<file path="config.mk">
export PLATFORM = sky130hd
export DESIGN_NAME = conv_layer_sched
export DESIGN_NICKNAME = d
export VERILOG_FILES = /design/src/rtl/conv_acc_pkg.sv /design/src/rtl/conv_layer_sched.sv
export SDC_FILE = /design/constraint.sdc
export NUM_CORES = 1
export LEC_CHECK = 0
export ABC_AREA = 1
export CORE_MARGIN = 4
export CORE_UTILIZATION = 25
export DETAILED_ROUTE_END_ITERATION = 7
export GPL_TIMING_DRIVEN = 0
export HOLD_SLACK_MARGIN = 0.06
export PLACE_DENSITY = 0.55
export SLEW_MARGIN = 15
export SYNTH_ARGS = -nofsm -noshare
export SYNTH_HDL_FRONTEND = slang
export SYNTH_SLANG_ARGS = --single-unit
</file>
<file path="constraint.sdc">
create_clock -name clk -period 2.22 [get_ports clk]
set_input_delay 0.444 -clock clk [delete_from_list [all_inputs] [get_ports clk]]
set_output_delay 0.444 -clock clk [all_outputs]
set_load 0.05 [all_outputs]
</file>
<file path="src/rtl/conv_acc_pkg.sv">
// Shared definitions for the conv accelerator: engine modes, layer scheduler
// states and descriptor geometry.
package conv_acc_pkg;

    typedef enum logic [1:0] {
        IDLE_MODE = 2'd0,
        CONV_3x3  = 2'd1,
        CONV_1x1  = 2'd2,
        MAX_POOL  = 2'd3
    } conv_acc_mode_t;

    typedef enum logic [2:0] {
        IDLE,
        FETCH,
        LAUNCH,
        RUN,
        NEXT
    } sched_state_t;

    localparam int unsigned DESC_WORDS = 4;

endpackage

</file>
<file path="src/rtl/conv_layer_sched.sv">
// Layer scheduler: fetches a 4-word descriptor per layer from external SRAM,
// launches the conv engine, waits for completion under a watchdog.
module conv_layer_sched
    import conv_acc_pkg::*;
#(
    parameter int unsigned MAX_LAYERS  = 16,
    parameter int unsigned TIMEOUT_CYC = 300000000
) (
    input  logic                          clk,
    input  logic                          rst,
    input  logic                          start,
    input  logic [$clog2(MAX_LAYERS):0]   num_layers,
    output logic                          desc_cs,
    output logic [$clog2(MAX_LAYERS)+1:0] desc_addr,
    input  logic [31:0]                   desc_rdata,
    output conv_acc_mode_t                acc_mode,
    output logic [DESC_WORDS-1:0][31:0]   acc_cfg,
    output logic                          acc_start,
    input  logic                          acc_finish,
    output logic [$clog2(MAX_LAYERS)-1:0] layer_idx,
    output logic                          busy,
    output logic                          done,
    output logic                          err
);

    localparam int unsigned   LW      = $clog2(MAX_LAYERS);
    localparam int unsigned   NW      = LW + 1;
    localparam logic [NW-1:0] MAX_NL  = NW'(MAX_LAYERS);
    localparam logic [31:0]   WD_LAST = 32'(TIMEOUT_CYC - 1);

    sched_state_t   state;
    sched_state_t   state_nx;
    logic [2:0]     fcnt;
    logic [NW-1:0]  num_cap;
    logic [31:0]    wd_cnt;
    logic [NW-1:0]  layer_inc;
    logic [1:0]     widx;
    conv_acc_mode_t fetch_mode;
    logic           fetch_last;
    logic           wd_expire;
    logic           last_layer;

    assign layer_inc  = {1'b0, layer_idx} + NW'(1);
    assign last_layer = (layer_inc == num_cap);
    assign fetch_mode = conv_acc_mode_t'(acc_cfg[0][1:0]);
    // fcnt 0..3 issue reads, 4 is the trailing capture cycle.
    assign fetch_last = (fcnt == 3'd4);
    assign widx       = 2'(fcnt - 3'd1);
    assign wd_expire  = (wd_cnt == WD_LAST);
    assign busy       = (state != IDLE);

    always_ff @(posedge clk or negedge rst) begin
        if (!rst) begin
            state <= IDLE;
        end else begin
            state <= state_nx;
        end
    end

    always_comb begin
        state_nx  = state;
        desc_cs   = 1'b0;
        acc_start = 1'b0;
        case (state)
            IDLE: begin
                if (start && (num_layers != '0)) state_nx = FETCH;
            end
            FETCH: begin
                desc_cs = !fetch_last;
                if (fetch_last) state_nx = (fetch_mode == IDLE_MODE) ? NEXT : LAUNCH;
            end
            LAUNCH: begin
                acc_start = 1'b1;
                state_nx  = RUN;
            end
            RUN: begin
                if (acc_finish)     state_nx = NEXT;
                else if (wd_expire) state_nx = IDLE;
            end
            NEXT: begin
                state_nx = last_layer ? IDLE : FETCH;
            end
            default: state_nx = IDLE;
        endcase
    end

    always_ff @(posedge clk or negedge rst) begin
        if (!rst) begin
            fcnt      <= '0;
            num_cap   <= '0;
            wd_cnt    <= '0;
            desc_addr <= '0;
            layer_idx <= '0;
            acc_cfg   <= '0;
            acc_mode  <= IDLE_MODE;
            done      <= 1'b0;
            err       <= 1'b0;
        end else begin
            done <= 1'b0;
            case (state)
                IDLE: begin
                    if (start) begin
                        err <= 1'b0;
                        if (num_layers == '0) begin
                            done <= 1'b1;
                        end else begin
                            num_cap   <= (num_layers > MAX_NL) ? MAX_NL : num_layers;
                            layer_idx <= '0;
                            fcnt      <= '0;
                            desc_addr <= '0;
                        end
                    end
                end
                FETCH: begin
                    if (fcnt != 3'd0) acc_cfg[widx] <= desc_rdata;
                    if (fcnt < 3'd3)  desc_addr <= desc_addr + 1'b1;
                    if (fetch_last) begin
                        acc_mode <= fetch_mode;
                    end else begin
                        fcnt <= fcnt + 3'd1;
                    end
                end
                LAUNCH: begin
                    wd_cnt <= '0;
                end
                RUN: begin
                    if (wd_cnt != '1) wd_cnt <= wd_cnt + 32'd1;
                    if (!acc_finish && wd_expire) err <= 1'b1;
                end
                NEXT: begin
                    layer_idx <= layer_idx + LW'(1);
                    if (last_layer) begin
                        done <= 1'b1;
                    end else begin
                        fcnt      <= '0;
                        desc_addr <= {layer_idx + LW'(1), 2'b00};
                    end
                end
                default: ;
            endcase
        end
    end

endmodule

</file>
==> metrics.md, run 1 <==
| Metric | Value |
|---|---|
| Run status | completed |
| Fraction of layout instances using a drive strength above 1 | a little under a tenth |
| PD cells | about 1400 mW/mm^2 |
| GRT Resource Usage Total | between 10% and 20% |
| Cell area after synthesis | around 0.0085 sq mm |
| Average cell area after synthesis | between 8 and 9 sq um |
| Count of synthesis-stage warnings from yosys | 0 |
| Count of final max-slew check failures | 0 |
| DP HPWL | about 21 mm |
| Port Buffer Count | roughly 190 |
| Reported leakage power | about 5.4 nW |
| Commonest non-fill, non-tap cell in the layout | nand2_1 |
| Worst Path Arrival | 1710 ps |
| Post-route setup TNS | 0 ps |
| Post-place instance area | roughly 0.011 sq mm |
| Total overflow reported by the global router | 0 |
| Number of standard cells after synthesis | 1020 |
| Largest stage delay on the critical path | 840 ps |
| Max Clock Skew | about 14 ps |
| Flop and latch count out of synthesis | 185 |
| Number of global-route vias before repair | 7614 |
| Insertion delay of the later-clocked pin in the worst-skew pair | 450 ps |
| Total inserted antenna cells | 0 |
| Library cell used as clock root buffer | clkbuf_16 |
| Gp weighted congestion | slightly below 0.9 |
| Transition time at the pin with the least slew margin | ~720 ps |
| Worst hold slack across all endpoints | a little under 500 ps |
| Clk buf depth | 2 |
| Leading cell types in the layout, fill and taps excluded | nand2_1 (306), dfrtp_1 (184), clkdlybuf4s50_1 (173) |
| Crit Path Max Fanout | 2 |
| Min Clock Period, post-route | 2150 ps |
| Sum of routed wire length over all layers | 28.2 mm |
| Total buffers and inverters traversed by the critical path | 1 |
| Cells traversed along the worst timing path | clkdlybuf4s50_1 |
| Via density | ~4.4 |
| Path class of the lowest-slack min-delay path | reg2reg |
| Number of nets in the synthesized netlist | 1069 |
| Die X-Extent | 192 microns |
| Worst vdd rail ir drop | between 800 and 900 uV |
| Count of nets left with antenna violations after detail routing | 0 |
| Part of the cycle the worst path needs | a little over nine tenths |
| Chip height | approximately 190 microns |
| Gate family responsible for the most delay along the worst path | buffers and inverters |
| Worst EP required | around 1800 ps |
| Slowest stage cell on the critical path | clkdlybuf4s50_1 |
| Worst setup margin | around 66 ps |
| Endpoints failing setup | 0 |
| Number of detailed-routing iterations run before antenna repair | 5 |
| Pin count of the biggest net entering global routing | 68 |
| Die ar. | 0.0370 sq mm |
| Hold violation total from the final report | 0 |
| Number of placed I/O pins | 186 |
| Share of synthesized area occupied by flip-flops and latches | a little over half |
| # fillers | 3557 |
| Final design utilization | between 30% and 40% |
| Clk sink count | 185 |
| Number of nets in the layout | between 1000 and 1500 |
| Initial antenna violation count | 0 |
| Nature of the critical path endpoint | output port |
| Floorplan core area | approximately 0.034 sq mm |
| Post-detailed-route wirelength per cell | between 15 and 20 microns |
| H-Tree Depth | 4 |
| Count of cell types in the netlist | 34 |
| Area grow syn2layout | 36.4% |
| Critical Path Start Type | register |
| Layout Cell Area excl Fill | 0.0116 sq mm |
| Total DRC errors in the routed layout | 0 |
| Number of cell rows | between 60 and 70 |
| Total via count after detailed routing | approximately 7500 |
| Max_slew headroom | about 52% |
| Path type of the worst setup path | reg2out |
| Reg2Reg Setup Slack | 210 ps |
| TritonCTS clock tree | done |
| Max Freq | 0.464 GHz |
| Setup slack after placement | -227 ps |
| 1st-iter DRT viols | 446 |
| Initial standard-cell utilization of the core | about a quarter |
| Clock edge transition at the registers on the reported setup and hold paths | around 70 ps |
| Post-CTS Repair Setup Buffers | 0 |
| Max Cap Violations | 0 |
| First-pass GRT wire length | approximately 45 mm |
| Number of buffers created by CTS | 17 |
| Setup repair after global routing missed its margin | false |
==> area by class of cell <==
class	instances	area (sq um)	share of cell area [%]
flip-flops and latches	185	4630	40.0
multi-input cells	692	3280	28.3
repair buffers	188	1920	16.6
well taps	448	561	4.84
clock buffers	18	439	3.80
inverters	108	408	3.52
plain buffers	35	180	1.56
clock inverters	13	156	1.35
==> flip-flops by register name, summed over array words and instances, names as in the netlist <==
signal / count
err: 1
state: 3
wd_cnt: 32
acc_mode: 2
acc_cfg: 128
done: 1
fcnt: 3
num_cap: 5
layer_idx: 4
desc_addr: 6
==> layer usage <==
layer | share of wire [%] | vias up | GRT usage, %
met2 | 46 | 197 | 25.0
met1 | 45 | 3584 | 20.4
met5 | 0 | - | 0
met3 | 7.7 | 14 | 5.66
li1 | - | 3693 | -
met4 | 0.84 | 0 | 2.91
==> worst paths after layout <==
path / startpoint / depth (start not counted) / end
min in group asynchronous: rst / 2 / wd_cnt[22]
setup / recovery: acc_mode[1] / 1 / acc_mode[1]
hold reg to reg: acc_cfg[120] / 2 / acc_cfg[120]
max in group asynchronous: rst / 3 / acc_cfg[126]
setup reg to reg: wd_cnt[0] / 11 / wd_cnt[9]
hold / removal: acc_cfg[120] / 2 / acc_cfg[120]
==> metrics by stage <==
stage / std cells / power, mW
finish: 1687 / 16.4
global route: 1687 / 17.4
CTS: 1687 / 16.6
detailed placement: 1655 / 13.4
global placement: 1653 / 13.3
floorplan: 1020 / 10.3
==> kinds of logic after synthesis <==
family / Yosys count / synth area share (%)
flops: 185 / 54.5
fa+ha+maj: 8 / 1.18
compound gates: 186 / 11.9
buf+inv: 143 / 6.93
xor+xnor: 8 / 0.826
simple gates: 490 / 24.6
==> power by group <==
group | internal (mW) | leakage, nW | switching, mW
registers | 4.42 | 2.08 | 0.701
logic | 2.48 | 3.04 | 5.62
clock network | 1.72 | 0.297 | 1.48
==> cell usage after synthesis, drive strengths merged <==
library cell | instances | share of area [%]
a21oi | 5 | 0.34
a22oi | 1 | 0.088
buf | 19 | 1.4
clkbuf | 16 | 0.71
dfrtp | 185 | 55
ha | 8 | 1.2
inv | 108 | 4.8
nand2 | 316 | 14
nand3 | 69 | 4.3
nand3b | 1 | 0.088
nand4 | 18 | 1.3
nor2 | 72 | 3.4
nor3 | 13 | 1.0
o21ai | 178 | 11
o21bai | 1 | 0.088
o31ai | 1 | 0.088
or2 | 1 | 0.074
xnor2 | 4 | 0.41
xor2 | 4 | 0.41
==> timing repair <==
item,CTS,global route
setup endpoints to repair,7,7
hold endpoints to repair,52,0
resized for setup,17,10
hold buffers,1,0
Power figures use the tool's default switching activity.
==> run 2: changes to the inputs <==
- HOLD_SLACK_MARGIN: 0.06 -> not set
==> results of run 2 <==
The final DEF is identical to that of run 1; final timing and power are the same.
==> run 3: changes to the inputs <==
- SETUP_SLACK_MARGIN: not set -> 0.3
==> run 3 against run 2 <==
Sequential share of layout area grew 0.13 points. Register-to-register slack improved by 240 ps. Die area unchanged. Clock skew decreased by 4.1 ps. Largest cell class unchanged. Routed wire length shrank 1.6%. Critical path depth is 5 higher.
==> metrics.md, run 3 (synthesis results as in run 1) <==
| Metric | Value |
|---|---|
| Max Cap Violations | 0 (unchanged) |
| Largest stage delay on the critical path | 440 ps (-400 ps) |
| Endpoints failing setup | 0 (unchanged) |
| Fraction of layout instances using a drive strength above 1 | 12.3% (+3.2 points) |
| Combinational power share | 48.7% (-0.7 points) |
| Count of final max-slew check failures | 0 (unchanged) |
| Max reg flops | 128 (unchanged) |
| Switching part of the total power | 49.7% (+2.2 points) |
| Worst Path Arrival | 1500 ps (-210 ps) |
| Area occupied by registers | 0.00463 sq mm (about the same) |
| Path class of the lowest-slack min-delay path | reg2reg |
| Clk buf depth | 2 (unchanged) |
| GRT Resource Usage Total | 15.3% (-0.23 points) |
| Commonest non-fill, non-tap cell in the layout | nand2_1 |
| Initial standard-cell utilization of the core | 25.3% (unchanged) |
| Clock network fraction of design power | 19.1% (-0.4 points) |
| Worst EP required | 1780 ps (about the same) |
| Nature of the critical path endpoint | output port |
| Port Buffer Count | 185 (unchanged) |
| Initial antenna violation count | 0 (unchanged) |
| Worst hold path stage count | 2 (unchanged) |
| First-pass GRT wire length | 43.9 mm (-1.6%) |
| Final instance count without filler cells | 1695 (+0.47%) |
| Gp weighted congestion | 0.871 (+0.13%) |
| Max Freq | 0.515 GHz (+11%) |
| Leading cell types in the layout, fill and taps excluded | nand2_1 (304), dfrtp_1 (181), dlygate4sd2_1 (134) |
| Max Clock Skew | 9.98 ps (-4.14 ps) |
| Number of global-route vias before repair | 7554 (-0.79%) |
| Gate family responsible for the most delay along the worst path | flip-flops |
| P_int | 7.93 mW (-8.0%) |
| TritonCTS clock tree | done |
| Number of cells after detailed placement | 1655 (unchanged) |
| Transition time at the pin with the least slew margin | 570 ps (-147 ps) |
| Count of nets left with antenna violations after detail routing | 0 (unchanged) |
| PD cells | 1370 mW/mm^2 (-3.8%) |
| Number of cell rows | 67 (unchanged) |
| Post-detailed-route wirelength per cell | 16.4 microns (-2.1%) |
| Pin count of the biggest net entering global routing | 77 (+13%) |
| Sequential group share of total power | 32.2% (+1.0 points) |
| Max_slew headroom | 62.2% (+10 points) |
| Reg2Reg Setup Slack | 450 ps (+240 ps) |
| Clk sink count | 185 (unchanged) |
| Number of nets in the layout | 1283 (+0.55%) |
| Total DRC errors in the routed layout | 0 (unchanged) |
| Total inserted antenna cells | 0 (unchanged) |
| Crit Path Max Fanout | 4 (+2) |
| Total via count after detailed routing | 7540 (+0.69%) |
| Worst r2r src | wd_cnt[1] |
| Via density | 4.45 (+0.22%) |
| Number of buffers created by CTS | 17 (unchanged) |
| Worst hold slack across all endpoints | 484 ps (-2.85 ps) |
| Die ar. | 0.0370 sq mm (unchanged) |
| Number of placed I/O pins | 186 (unchanged) |
| Number of detailed-routing iterations run before antenna repair | 5 (unchanged) |
| Sum of routed wire length over all layers | 27.8 mm (-1.6%) |
| Clock edge transition at the registers on the reported setup and hold paths | 70 ps (about the same) |
| Chip height | 192 microns (unchanged) |
| Total overflow reported by the global router | 0 (unchanged) |
| Die X-Extent | 192 microns (unchanged) |
| Hold violation total from the final report | 0 (unchanged) |
| Register with the most flip-flops | acc_cfg |
| # fillers | 3590 (+0.93%) |
| Library cell used as clock root buffer | clkbuf_16 |
| Largest registers | acc_cfg: 128 flops, wd_cnt: 32 flops, desc_addr: 6 flops |
| Total buffers and inverters traversed by the critical path | 3 (+2) |
| Path type of the worst setup path | reg2out |
| Post-place instance area | 0.0110 sq mm (about the same) |
| Launch point of the worst hold path | acc_cfg[29] |
| Critical Path Start Type | register |
| Run status | completed |
| Floorplan core area | 0.0335 sq mm (unchanged) |
| 1st-iter DRT viols | 341 (-24%) |
| Setup repair after global routing missed its margin | true |
| Slowest stage cell on the critical path | dfrtp_2 |
| Worst vdd rail ir drop | 924 uV (+13%) |
| Multi-input combinational cell area | 0.00335 sq mm (+2.1%) |
| Part of the cycle the worst path needs | 87.5% (-9.5 points) |
| Layout Cell Area excl Fill | 0.0115 sq mm (-0.24%) |
| Cells traversed along the worst timing path | inv_1 > ha_2 > nand2_2 > inv_2 > nor2_4 > buf_8 |
| H-Tree Depth | 4 (unchanged) |
| DP HPWL | 20.3 mm (-1.3%) |
| Reported leakage power | 5.37 nW (-0.69%) |
| Reg-to-reg endpoint | wd_cnt[9] |
| Min Clock Period, post-route | 1940 ps (-211 ps) |
| Cells on worst reg2reg path | 11 (unchanged) |
| Area grow syn2layout | 36.0% |
| Insertion delay of the later-clocked pin in the worst-skew pair | 440 ps (about the same) |
| Total net switching power | 7.84 mW (+0.48%) |
| Hold Path End | acc_cfg[29] |
## run 3: metrics by stage
step           utilization, %  setup slack (ps)  power [mW]  setup TNS (ps)
5_1_grt                  34.4               191        16.7               0
6_report                 34.4               277        15.8               0
2_1_floorplan               -               350        10.3               0
3_3_place_gp             32.5             -7660        13.3        -1414530
4_1_cts                  34.1              46.4        15.8               0
3_5_place_dp             32.7              -118        13.3            -118
## run 3: repair_timing
item / CTS / global route
gates resized for setup: 185 / 39
gates cloned: 0 / 0
hold buffers: 1 / 0
endpoints found under the setup margin: 281 / 166
endpoints found under the hold margin: 50 / 0
pin swaps: 0 / 3
buffers inserted: 0 / 7
## run 3: worst max-delay path by stage
stage,depth (start not counted),startpoint,end
6_report,6,fcnt[0],desc_cs
5_1_grt,6,fcnt[1],desc_cs
4_1_cts,6,fcnt[0],desc_cs
3_5_place_dp,6,fcnt[0],desc_cs
3_3_place_gp,1,rst,acc_cfg[46]
2_1_floorplan,10,layer_idx[0],desc_addr[0]
## run 3: routing by layer
metal	part of all wire [%]	up-vias	GRT usage (%)
met5	0	-	0
met4	1.0	0	3.54
met3	7.5	19	5.93
met2	46	180	24.1
met1	45	3625	20.0
li1	-	3716	-
## run 3: power by group through the flow
stage          sequential (mW)  combinational [mW]  clock, mW
5_1_grt                   5.22                8.25       3.25
3_3_place_gp              5.14                8.13          0
3_5_place_dp              5.14                8.18          0
4_1_cts                   5.09                7.58       3.13
6_report                  5.07                7.68       3.02
2_1_floorplan             8.36                1.99          0
## run 3: cell type report
cell class,instances,area share (%)
inverters,108,3.53
multi-input cells,692,29.0
plain buffers,35,1.84
clock inverters,13,1.14
repair buffers,195,15.6
flip-flops and latches,185,40.1
clock buffers,19,3.84
well taps,448,4.86
## run 3: tightest hold or removal path, stage by stage (launching register included)
cell and delay, ps:
dfrtp_1 340, nand2_1 50, o21ai_1 60
